### src/rtl/qracc_pkg.sv
// Shared types for the SRAM bank router: FSM state encoding and the shared bank command.
package qracc_pkg;

    localparam int ROW_W_MAX = 16;
    localparam int COLS_MAX  = 64;

    typedef enum logic [1:0] {
        IDLE    = 2'd0,
        ISSUE   = 2'd1,
        WAIT_RD = 2'd2
    } state_t;

    // Sized for the widest supported bank; the router fills the low bits only.
    typedef struct packed {
        logic                 valid;
        logic                 wr;
        logic [ROW_W_MAX-1:0] addr;
        logic [COLS_MAX-1:0]  wr_data;
    } bank_req_t;

endpackage

### src/rtl/sram_rd_mux.sv
// Selects one bank's read-return valid and data out of the flattened per-bank buses.
module sram_rd_mux #(
    parameter int NUM_BANKS = 4,
    parameter int NUM_COLS  = 32,
    localparam int BANK_W   = (NUM_BANKS > 1) ? $clog2(NUM_BANKS) : 1
) (
    input  logic [BANK_W-1:0]             sel,
    input  logic [NUM_BANKS-1:0]          rd_valid,
    input  logic [NUM_BANKS*NUM_COLS-1:0] rd_data,
    output logic                          sel_valid,
    output logic [NUM_COLS-1:0]           sel_data
);

    always_comb begin
        sel_valid = 1'b0;
        sel_data  = '0;
        for (int b = 0; b < NUM_BANKS; b++) begin
            if (sel == BANK_W'(b)) begin
                sel_valid = rd_valid[b];
                sel_data  = rd_data[b*NUM_COLS +: NUM_COLS];
            end
        end
    end

endmodule

### src/rtl/sram_bank_router.sv
// Routes single host requests to one SRAM bank (or all banks for broadcast writes)
// and returns read data from the addressed bank, with a read-return timeout.
//
// state   | meaning
// IDLE    | ready for a host request; illegal requests flagged here
// ISSUE   | per-bank requests outstanding until every pending bank accepts
// WAIT_RD | waiting for the addressed bank's read return or the timeout
module sram_bank_router
    import qracc_pkg::*;
#(
    parameter int NUM_BANKS  = 4,
    parameter int NUM_ROWS   = 128,
    parameter int NUM_COLS   = 32,
    parameter int RD_TIMEOUT = 64,
    localparam int ROW_W     = $clog2(NUM_ROWS),
    localparam int BANK_W    = (NUM_BANKS > 1) ? $clog2(NUM_BANKS) : 1
) (
    input  logic                          clk,
    input  logic                          rst,
    input  logic                          host_valid_i,
    output logic                          host_ready_o,
    input  logic                          host_wen_i,
    input  logic                          host_bcast_i,
    input  logic [31:0]                   host_addr_i,
    input  logic [NUM_COLS-1:0]           host_wdata_i,
    output logic [NUM_COLS-1:0]           host_rdata_o,
    output logic                          host_rvalid_o,
    output logic                          host_err_o,
    output logic [NUM_BANKS-1:0]          bank_rq_valid_o,
    output logic [NUM_BANKS-1:0]          bank_rq_wr_o,
    output logic [ROW_W-1:0]              bank_addr_o,
    output logic [NUM_COLS-1:0]           bank_wr_data_o,
    input  logic [NUM_BANKS-1:0]          bank_rq_ready_i,
    input  logic [NUM_BANKS-1:0]          bank_rd_valid_i,
    input  logic [NUM_BANKS*NUM_COLS-1:0] bank_rd_data_i
);

    localparam int TMR_W = $clog2(RD_TIMEOUT + 1);

    state_t                state_q, state_d;
    logic [NUM_BANKS-1:0]  pending_q, pending_d;
    logic [TMR_W-1:0]      tmr_q, tmr_d;
    logic [ROW_W-1:0]      row_q;
    logic [BANK_W-1:0]     bank_q;
    logic                  wen_q, bcast_q;
    logic [NUM_COLS-1:0]   wdata_q;
    logic [NUM_COLS-1:0]   rdata_q;
    logic                  err_q, err_d;
    logic                  rvalid_q, rvalid_d;
    logic                  load_rdata;
    logic                  accept;
    logic                  req_illegal;
    logic [BANK_W-1:0]     req_bank;
    logic [NUM_BANKS-1:0]  req_onehot;
    logic                  mux_valid;
    logic [NUM_COLS-1:0]   mux_data;
    bank_req_t             bank_cmd;
    logic                  unused_bits;

    assign host_ready_o = (state_q == IDLE);
    assign accept       = host_valid_i & host_ready_o;
    assign req_bank     = host_addr_i[ROW_W +: BANK_W];
    assign req_onehot   = NUM_BANKS'(1) << req_bank;

    // Bank range only matters for unicast; broadcast reads are never legal.
    assign req_illegal = (|(host_addr_i >> (ROW_W + BANK_W)))
                       | (!host_bcast_i && (32'(req_bank) >= NUM_BANKS))
                       | (host_bcast_i && !host_wen_i);

    sram_rd_mux #(
        .NUM_BANKS (NUM_BANKS),
        .NUM_COLS  (NUM_COLS)
    ) u_rd_mux (
        .sel       (bank_q),
        .rd_valid  (bank_rd_valid_i),
        .rd_data   (bank_rd_data_i),
        .sel_valid (mux_valid),
        .sel_data  (mux_data)
    );

    always_comb begin
        state_d    = state_q;
        pending_d  = pending_q;
        tmr_d      = tmr_q;
        err_d      = 1'b0;
        rvalid_d   = 1'b0;
        load_rdata = 1'b0;
        unique case (state_q)
            IDLE: begin
                if (host_valid_i) begin
                    if (req_illegal) begin
                        err_d = 1'b1;
                    end else begin
                        state_d   = ISSUE;
                        pending_d = host_bcast_i ? '1 : req_onehot;
                    end
                end
            end
            ISSUE: begin
                pending_d = pending_q & ~bank_rq_ready_i;
                if (pending_d == '0) begin
                    state_d = wen_q ? IDLE : WAIT_RD;
                    tmr_d   = TMR_W'(RD_TIMEOUT - 1);
                end
            end
            WAIT_RD: begin
                // A return in the final timeout cycle still wins over the error.
                if (mux_valid) begin
                    load_rdata = 1'b1;
                    rvalid_d   = 1'b1;
                    state_d    = IDLE;
                end else if (tmr_q == '0) begin
                    err_d   = 1'b1;
                    state_d = IDLE;
                end else begin
                    tmr_d = tmr_q - 1'b1;
                end
            end
            default: state_d = IDLE;
        endcase
    end

    always_ff @(posedge clk) begin
        if (rst) begin
            state_q   <= IDLE;
            pending_q <= '0;
            tmr_q     <= '0;
            row_q     <= '0;
            bank_q    <= '0;
            wen_q     <= 1'b0;
            bcast_q   <= 1'b0;
            wdata_q   <= '0;
            rdata_q   <= '0;
            err_q     <= 1'b0;
            rvalid_q  <= 1'b0;
        end else begin
            state_q   <= state_d;
            pending_q <= pending_d;
            tmr_q     <= tmr_d;
            err_q     <= err_d;
            rvalid_q  <= rvalid_d;
            if (accept) begin
                row_q   <= host_addr_i[ROW_W-1:0];
                bank_q  <= req_bank;
                wen_q   <= host_wen_i;
                bcast_q <= host_bcast_i;
                wdata_q <= host_wdata_i;
            end
            if (load_rdata) begin
                rdata_q <= mux_data;
            end
        end
    end

    always_comb begin
        bank_cmd                        = '0;
        bank_cmd.valid                  = (state_q == ISSUE);
        bank_cmd.wr                     = wen_q;
        bank_cmd.addr[ROW_W-1:0]        = row_q;
        bank_cmd.wr_data[NUM_COLS-1:0]  = wdata_q;
    end

    assign bank_rq_valid_o = bank_cmd.valid ? pending_q : '0;
    assign bank_rq_wr_o    = (bank_cmd.valid && bank_cmd.wr) ? pending_q : '0;
    assign bank_addr_o     = bank_cmd.addr[ROW_W-1:0];
    assign bank_wr_data_o  = bank_cmd.wr_data[NUM_COLS-1:0];
    assign host_rdata_o    = rdata_q;
    assign host_rvalid_o   = rvalid_q;
    assign host_err_o      = err_q;

    // Upper struct bits are constant zero and bcast is fully captured by the pending mask.
    assign unused_bits = ^{bank_cmd, bcast_q};

endmodule
### config.mk
export PLATFORM = sky130hd
export DESIGN_NAME = sram_bank_router
export DESIGN_NICKNAME = d
export VERILOG_FILES = /design/src/rtl/qracc_pkg.sv /design/src/rtl/sram_rd_mux.sv /design/src/rtl/sram_bank_router.sv
export SDC_FILE = /design/constraint.sdc
export NUM_CORES = 1
export LEC_CHECK = 0
export CORE_ASPECT_RATIO = 1.2
export CORE_MARGIN = 2
export CORE_UTILIZATION = 25
export DETAILED_ROUTE_END_ITERATION = 12
export PLACE_DENSITY = 0.71
export SKIP_LAST_GASP = 1
export SLEW_MARGIN = 20
export SYNTH_ARGS = -nofsm -noshare
export SYNTH_HDL_FRONTEND = slang
export SYNTH_SLANG_ARGS = --single-unit
### constraint.sdc
create_clock -name clk -period 4.6 [get_ports clk]
set_clock_uncertainty 0.1 [all_clocks]
set_input_delay 0.92 -clock clk [delete_from_list [all_inputs] [get_ports clk]]
set_output_delay 0.92 -clock clk [all_outputs]
set_load 0.01 [all_outputs]
# == Yosys cells after proc, flatten, opt, wreduce, memory -nomap -nowiden ==
# Cells that the tools add are included.
# word_totals
register_bits,89
inputBits,205
output_inout_bits,82
# classes
add_sub_neg,1
n_eq_ne,11
shifts,1
n_mux,32
bitwise_logic,4
n_reduce_logical,13
# op_table
cell,n
32-bit 2-to-1 mux,4
23-bit OR reduction,1
7-bit 2-to-1 mux,3
4-bit 2-to-1 mux,5
7-bit case mux with 2 select lines,1
2-bit 2-to-1 mux,6
1-bit 2-to-1 mux,10
2-bit != test (second input constant),4
4-bit case mux with 2 select lines,1
4-bit AND reduction,2
7-bit zero test,1
7-bit by 1-bit subtractor with 7-bit output (second input constant),1
2-bit equality test (second input constant),3
2-bit case mux with 3 select lines,1
4-bit bitwise AND,1
2-bit by 1-bit equality test with 1-bit output (second input constant),2
2-bit zero test,2
4-bit zero test,1
4-bit inverter,1
2-bit nonzero test,2
1-bit by 2-bit << shifter with 4-bit output (first input constant),1
3-bit != test (second input constant),1
3-bit AND reduction,1
1-bit logical AND,2
5 further kinds,5

# == Depth between registers and ports, before layout ==
# logic_depth
word_depth,7
mapped_depth,7
mapped_depth_nobuf,6

# == Cells and area by module ==
# From an unflattened synthesis, not the netlist that was laid out.
# unflattened
cells_unflattened,478
hier_area_um2,4304.1
# modules_own_cells
mod,n_inst,cells_per_inst,area_each_um2
sram_bank_router,1,437,3459.6
sram_rd_mux,1,41,844.6

# == Least setup slack after synthesis ==
# OpenSTA, ideal clock, no wires.
# synth_timing
path_kind,input port to flip-flop
from,in bank_rd_valid_i[3]
to,reg tmr_q[2]
setup_ns,0.074
arrival_ns,2.141
required_time_ns,4.426
slack_ns,2.285
path_stages,4
n_path_buf,0
cell_sequence,mux4_2 a211o_1 or3_1 a31oi_1
# synth_between
elab_chain_cells,3
# synth_lines
element,line_no,rtl
"start, declared",sram_bank_router.sv:34,"input logic [NUM_BANKS-1:0] bank_rd_valid_i,"
1-bit 2-to-1 mux,sram_rd_mux.sv:18,if (sel == BANK_W'(b)) begin
2-bit != test (no source line),-,
4-bit AND reduction (no source line),-,
"end signal, assigned",sram_bank_router.sv:139,tmr_q <= tmr_d;
"end, declared",sram_bank_router.sv:42,"logic [TMR_W-1:0] tmr_q, tmr_d;"
# No other way between the ends.
# A chain may end at the register's enable or synchronous reset.

# == Final worst setup path ==
# layout_timing
from,reg state_q[0]
to,out bank_rq_wr_o[2]
# layout_between
elab_chain_cells,3
# layout_lines
element,line_no,rtl
"start, declared",sram_bank_router.sv:40,"state_t state_q, state_d;"
"start signal, assigned",sram_bank_router.sv:137,state_q <= state_d;
2-bit by 1-bit equality test with 1-bit output,sram_bank_router.sv:157,bank_cmd.valid = (state_q == ISSUE);
1-bit logical AND,sram_bank_router.sv:164,assign bank_rq_wr_o = (bank_cmd.valid && bank_cmd.wr) ? pending_q : '0;
4-bit 2-to-1 mux,sram_bank_router.sv:164,
"end, declared",sram_bank_router.sv:30,"output logic [NUM_BANKS-1:0] bank_rq_wr_o,"
# No other way between the ends.

==> tab_implementation.tex <==
\begin{tabular}{lr}
\hline
Metric & Value \\
\hline
\multicolumn{2}{l}{\textbf{Outcome}} \\
\quad Run status & finished clean \\
\multicolumn{2}{l}{\textbf{Global route}} \\
\quad Total congestion overflow after global routing & 0 \\
\quad Antenna violations before repair & 0 \\
\quad Aggregate global-route resource usage & 16.2\% \\
\quad Largest net degree at the start of global routing & 94 \\
\quad First-pass GRT wire length & 22600 um \\
\quad Number of global-route vias before repair & 4308 \\
\multicolumn{2}{l}{\textbf{Yosys}} \\
\quad Per-instance average area after synthesis & 8.89 um\^{}2 \\
\quad Distinct cell type count after synthesis & 37 \\
\quad Main synth FF type & sky130\_fd\_sc\_hd\_\_dfxtp\_1 \\
\quad Number of enable flip-flop cells after synthesis & 0 \\
\quad Synthesized instance count & 476 \\
\quad Post-synthesis register bit count & 89 \\
\quad Async set-reset flop share out of synthesis & 0\% \\
\quad Ranking of synthesized cells by area & sky130\_fd\_sc\_hd\_\_dfxtp\_1 42\%, sky130\_fd\_sc\_hd\_\_mux4\_2 18\%, sky130\_fd\_sc\_hd\_\_nand2\_1 13\% \\
\quad Post-synthesis instance area & 0.00423 mm\^{}2 \\
\quad Yosys warnings & 0 \\
\quad Post-synth top area cell & sky130\_fd\_sc\_hd\_\_dfxtp\_1 \\
\quad Area fraction of the dominant cell type after synthesis & 42.1\% \\
\quad Nets in the synthesized netlist & 682 \\
\quad Proportion of synthesized chip area in sequential cells & 42.1\% \\
\multicolumn{2}{l}{\textbf{Power}} \\
\quad Clock share of power & 42.2\% \\
\quad Worst supply voltage drop on vdd & 0.152 mV \\
\quad Psw & 425 uW \\
\quad Net switching fraction of the power & 21.2\% \\
\quad Relative contribution of combinational cells to total power & 17.7\% \\
\quad Internal Dissipation & 1580 uW \\
\quad Static power due to leakage & 0.00264 uW \\
\quad Sequential cell fraction of total power & 40.0\% \\
\quad PwrDens & 264 mW/mm\^{}2 \\
\multicolumn{2}{l}{\textbf{STA}} \\
\quad Final critical delay including setup and external delays & 3.30 ns \\
\quad Rel. slew slack & 33.0\% \\
\quad Hold violation count in the final report & 0 \\
\quad RSZ-0062 raised after global routing & no \\
\quad Final worst path period share & 71.7\% \\
\quad Aggregate negative setup slack & 0 ns \\
\quad Number of failing setup endpoints in the final timing report & 0 \\
\quad Number of max-slew violations in the final report & 0 \\
\quad Upper clock frequency limit & 303 MHz \\
\quad Smallest setup slack after layout & 1.30 ns \\
\quad Slew at the pin closest to its max-slew limit & 1.01 ns \\
\multicolumn{2}{l}{\textbf{Setup path}} \\
\quad Slowest stage cell, crit path & sky130\_fd\_sc\_hd\_\_nor2b\_1 \\
\quad Worst Path Arrival & 2.28 ns \\
\quad Max Fanout on Critical Path & 15 \\
\quad CP Launch Type & flip-flop \\
\quad Endpoint type of the worst setup path & output port \\
\quad Crit path required time & 3.58 ns \\
\quad Maximum single-stage delay on the critical path & 0.72 ns \\
\quad Critical Path, Cell by Cell & nor2b\_1, and3\_1, clkdlybuf4s50\_1 \\
\quad WS Path Type & flip-flop to output port \\
\multicolumn{2}{l}{\textbf{Place}} \\
\quad Area of placed instances & 0.00726 mm\^{}2 \\
\quad Placement-stage worst setup slack & 1.49 ns \\
\quad Count of port buffers added during placement & 286 \\
\quad Weighted congestion reported at the end of routability-driven placement & 0.757 \\
\quad Placed Cells & 947 \\
\quad Estimated wirelength of the detail-placed design & 11200 um \\
\multicolumn{2}{l}{\textbf{Clocking}} \\
\quad Deepest level of the CTS H-tree & 3 \\
\quad Number of buffers created by CTS & 9 \\
\quad Reg clk slew, reported paths & 0.06 ns \\
\quad Post-CTS setup repair buffer count & 0 \\
\quad Hold buffer count at CTS & 0 \\
\quad Resize count post-CTS & 0 \\
\quad Buffer type at the clock tree root & sky130\_fd\_sc\_hd\_\_clkbuf\_16 \\
\quad Maximum clock path buffer count & 2 \\
\quad Clock sink count & 89 \\
\quad Clock tree from TritonCTS & built \\
\quad Clock Latency Late Sink & 0.34 ns \\
\multicolumn{2}{l}{\textbf{Cells and area}} \\
\quad Number of nets at the end of the flow & 948 \\
\quad Fill cell count & 1616 \\
\quad Share of cells above drive strength 1 & 8.57\% \\
\quad Sequential cell area & 0.00178 mm\^{}2 \\
\quad Cell area after layout & 0.00760 mm\^{}2 \\
\quad Area of combinational cells with multiple inputs & 0.00228 mm\^{}2 \\
\quad N\_diodes & 0 \\
\quad Count of non-filler cells in the finished layout & 963 \\
\quad Area growth from synthesis to layout & 79.7\% \\
\multicolumn{2}{l}{\textbf{Floorplan}} \\
\quad Floorplan die width & 123 um \\
\quad Row count & 52 \\
\quad Height of the die & 146 um \\
\quad Total Die Area & 0.0180 mm\^{}2 \\
\quad Core Area & 0.0167 mm\^{}2 \\
\quad Initial standard-cell utilization of the core & 25.3\% \\
\quad Count of pins on the block boundary & 287 \\
\multicolumn{2}{l}{\textbf{Route}} \\
\quad Total iterations of the first detailed-routing run & 4 \\
\quad Via count & 4486 \\
\quad Total wire length & 15000 um \\
\quad DRC violation count after routing & 0 \\
\quad Via-per-instance ratio & 4.66 \\
\quad Number of routed nets with antenna violations & 0 \\
\quad Count of routing violations after the opening detailed-route iteration & 229 \\
\quad WL/cell & 15.6 um \\
\multicolumn{2}{l}{\textbf{Min path}} \\
\quad Type of the worst min-delay path & flip-flop to flip-flop \\
\multicolumn{2}{l}{\textbf{Run}} \\
\quad Number of max-capacitance violations reported & 0 \\
\hline
\end{tabular}
critical path: cells and delay by family, from the launching register on:
| kind | cells | cell delay, ns |
|---|---|---|
| buf+inv | 1 | 0.54 |
| flops | 1 | 0.43 |
| simple gates | 2 | 0.97 |
cell usage in the layout, fill, tap and decap left out, types with 6 or more instances in the layout:
| cell type | netlist | layout |
|---|---|---|
| sky130_fd_sc_hd__clkdlybuf4s50_1 | 0 | 285 |
| sky130_fd_sc_hd__nand2_1 | 149 | 149 |
| sky130_fd_sc_hd__dfxtp_1 | 89 | 88 |
| sky130_fd_sc_hd__a21oi_1 | 76 | 76 |
| sky130_fd_sc_hd__mux4_2 | 33 | 33 |
| sky130_fd_sc_hd__nor2_1 | 11 | 11 |
| sky130_fd_sc_hd__nor2b_1 | 11 | 10 |
| sky130_fd_sc_hd__clkbuf_16 | 0 | 9 |
| sky130_fd_sc_hd__a211oi_1 | 7 | 7 |
| sky130_fd_sc_hd__buf_4 | 0 | 7 |
| sky130_fd_sc_hd__inv_1 | 6 | 6 |
| sky130_fd_sc_hd__nor4_1 | 6 | 6 |
final timing paths:
| path | startpoint | end | slack [ns] | cells past startpoint |
|---|---|---|---|---|
| setup / recovery | state_q[0] | bank_rq_wr_o[2] | 1.30 | 3 |
| hold / removal | bank_wr_data_o[29] | bank_wr_data_o[29] | 0.35 | 2 |
| setup reg to reg | tmr_q[0] | tmr_q[3] | 2.51 | 6 |
| hold reg to reg | bank_wr_data_o[29] | bank_wr_data_o[29] | 0.35 | 2 |
power by group through the flow:
stage / Sequential, uW / Combinational [uW] / Clock, uW
final: 802 / 355 / 846
after global routing: 804 / 382 / 908
after CTS: 802 / 359 / 880
after detailed placement: 819 / 356 / 0
after global placement: 818 / 354 / 0
after floorplan: 827 / 112 / 0
cell type report:
type	instances	share of cell area, %
repair buffers	292	38.2
multi-input cells	344	29.9
flip-flops and latches	89	23.5
well taps	216	3.55
clock buffers	11	3.19
clock inverters	5	1.35
inverters	6	0.296
flip-flops by register name, indices dropped and copies added (netlist names):
signal / count
host_rdata_o: 32
bank_wr_data_o: 32
bank_addr_o: 7
bank_q: 2
state_q: 2
pending_q: 4
tmr_q: 7
wen_q: 1
host_err_o: 1
host_rvalid_o: 1
kinds of logic after synthesis:
logic type                 share of synthesized area (%)
DFF                                                 42.1
muxes                                               18.6
buffers and inverters                               4.26
AOI/OAI and AO/OA                                   13.1
adders and majority gates                          0.296
and+or+nand+nor                                     21.6
per-stage QoR:
step | power (uW) | hold slack, ns | util, %
after floorplan | 939 | 0.365 | -
after global placement | 1170 | 0.341 | 43.4
after detailed placement | 1180 | 0.346 | 43.4
after CTS | 2040 | 0.354 | 45.5
after global routing | 2090 | 0.368 | 45.5
final | 2000 | 0.352 | 45.5
cells in the mapped netlist, types with 3 or more instances:
| library cell | n |
|---|---|
| sky130_fd_sc_hd__buf_2 | 9 |
| sky130_fd_sc_hd__a31oi_1 | 3 |
| sky130_fd_sc_hd__nand2_1 | 149 |
| sky130_fd_sc_hd__mux2_2 | 4 |
| sky130_fd_sc_hd__a211oi_1 | 7 |
| sky130_fd_sc_hd__clkbuf_1 | 23 |
| sky130_fd_sc_hd__nor3_1 | 6 |
| sky130_fd_sc_hd__and2_1 | 4 |
| sky130_fd_sc_hd__and3_1 | 4 |
| sky130_fd_sc_hd__a21oi_1 | 76 |
| sky130_fd_sc_hd__dfxtp_1 | 89 |
| sky130_fd_sc_hd__nor2_1 | 11 |
| sky130_fd_sc_hd__nand2b_1 | 5 |
| sky130_fd_sc_hd__nor4_1 | 6 |
| sky130_fd_sc_hd__mux4_2 | 33 |
| sky130_fd_sc_hd__inv_1 | 6 |
| sky130_fd_sc_hd__buf_1 | 4 |
| sky130_fd_sc_hd__nor2b_1 | 11 |
layer usage:
metal | track usage, % | vias up | wire length [um]
met5 | 0 | - | 0
met4 | 5.80 | 0 | 270
met3 | 5.00 | 19 | 1530
met2 | 27.5 | 190 | 7330
met1 | 19.0 | 2082 | 5850
li1 | - | 2195 | -
(Power assumes the default switching activity.)
==> RTL edit, RTL diff (same flow settings) <==
`NUM_COLS` is set to 32 in 2 places; all go to 64.
--- a/src/rtl/sram_rd_mux.sv
+++ b/src/rtl/sram_rd_mux.sv
@@ -3,3 +3,3 @@
     parameter int NUM_BANKS = 4,
-    parameter int NUM_COLS  = 32,
+    parameter int NUM_COLS  = 64,
     localparam int BANK_W   = (NUM_BANKS > 1) ? $clog2(NUM_BANKS) : 1
--- a/src/rtl/sram_bank_router.sv
+++ b/src/rtl/sram_bank_router.sv
@@ -12,3 +12,3 @@
     parameter int NUM_ROWS   = 128,
-    parameter int NUM_COLS   = 32,
+    parameter int NUM_COLS   = 64,
     parameter int RD_TIMEOUT = 64,
Interface: changed (resized bank_rd_data_i, bank_wr_data_o, host_rdata_o and host_wdata_i); port bits go from 287 to 511. The function was not compared with the original's and may differ.
==> RTL edit against the original RTL <==
First-iteration DRC count rose by 88%; clock power rose by 55%; final area rose by 72%; largest power group is now sequential cells; non-clock buffer count rose by 229; area after synthesis rose by 69%; worst setup slack improved by 0.31 ns; sequential cell count rose by 64; wire length rose by 110%; sequential share of layout area fell by 0.058 points; sequential power rose by 72%; total power rose by 66%; die area rose by 66%.
==> RTL edit: results (changes against the original RTL) <==
run_status:
  outcome: "complete, no violations"
yosys:
  synthCells: 791  # +66%
  synthTopCellsByArea: "dfxtp_1 (43%), mux4_2 (21%), nand2_1 (15%), a21oi_1 (9.8%), clkbuf_1 (2.4%)"
  synth_nets: 1157  # +70%
  ys_top_cells_by_count: "nand2_1 (278), dfxtp_1 (153), a21oi_1 (140)"
  ys_seq_area_share_pct: 42.9  # +0.82 points
  synth-compound-area-share_pct: 12.1  # -1.0 points
layout:
  fillers: 2648  # +64%
  drive_gt1_share_pct: 9.15  # +0.58 points
  multi_input_area_share_pct: 29.0  # -0.95 points
  inv_count: 5  # -1
  finish.utilization_pct: 46.8  # +1.4 points
  multi_input_cells: 568  # +65%
  fin_cells: 1663  # +73%
  diodes: 5  # +5
  clock_buffers: 17  # +6
  clk_share_pct: 4.13  # -0.41 points
  nonClkBufAreaFrac_pct: 39.6  # +1.4 points
routing:
  routedWlPerCell_um: 18.6  # +20%
  dr_wl_met3_um: 3230  # +110%
  via_per_inst: 4.64  # -0.42%
  wl_met2_um: 15200  # +110%
  top_layer_used: "met5"
  drt-initial-drc-count: 430  # +88%
global_routing:
  use_met1_pct: 21.8  # +2.8 points
  grt_pass1_vias: 7523  # +75%
  met3_usage_pct: 7.80  # +2.8 points
  met2_usage_pct: 34.6  # +7.1 points
critical_path:
  crit_path_max_incr_delay_ns: 0.56  # -0.16 ns
pwr:
  p_clk_share_pct: 39.3  # -2.9 points
  power_mw: 3.33  # +66%
  leakagePower_nw: 4.53  # +71%
  p_seq_share_pct: 41.6  # +1.6 points
place:
  portBuffers: 510  # +78%
  dp_hpwl_um: 25300  # +130%
floorplanning:
  taps: 379  # +75%
cts:
  clkLatencyLatePin_ns: 0.42  # +0.08 ns
  h-tree-depth: 4  # +1
-- RTL edit: cell count changes after synthesis, moves of 2 or more --
cell,before,now
mux2_1,0,4
buf_2,9,16
nand2_1,149,278
or3_1,2,0
mux2_2,4,0
nand4_1,2,0
clkbuf_1,23,46
dfxtp_1,89,153
buf_1,4,2
a21oi_1,76,140
mux4_2,33,65
nand3_1,2,4
-- RTL edit: final timing paths --
kind	from	to	slack, ns	cells past startpoint
worst max-delay path	state_q[0]	bank_rq_wr_o[2]	1.61	4
worst min register to register	bank_wr_data_o[49]	bank_wr_data_o[49]	0.35	2
worst min-delay path	bank_wr_data_o[49]	bank_wr_data_o[49]	0.35	2
worst max register to register	bank_q[0]	host_rdata_o[12]	2.05	5
-- RTL edit: worst reg2reg max path, stage by stage (launching register included) --
cell      delay [ns]
dfxtp_4         0.56
mux4_2          0.68
nand2b_2        0.33
buf_4           0.50
nand2_1         0.15
a21oi_1         0.16
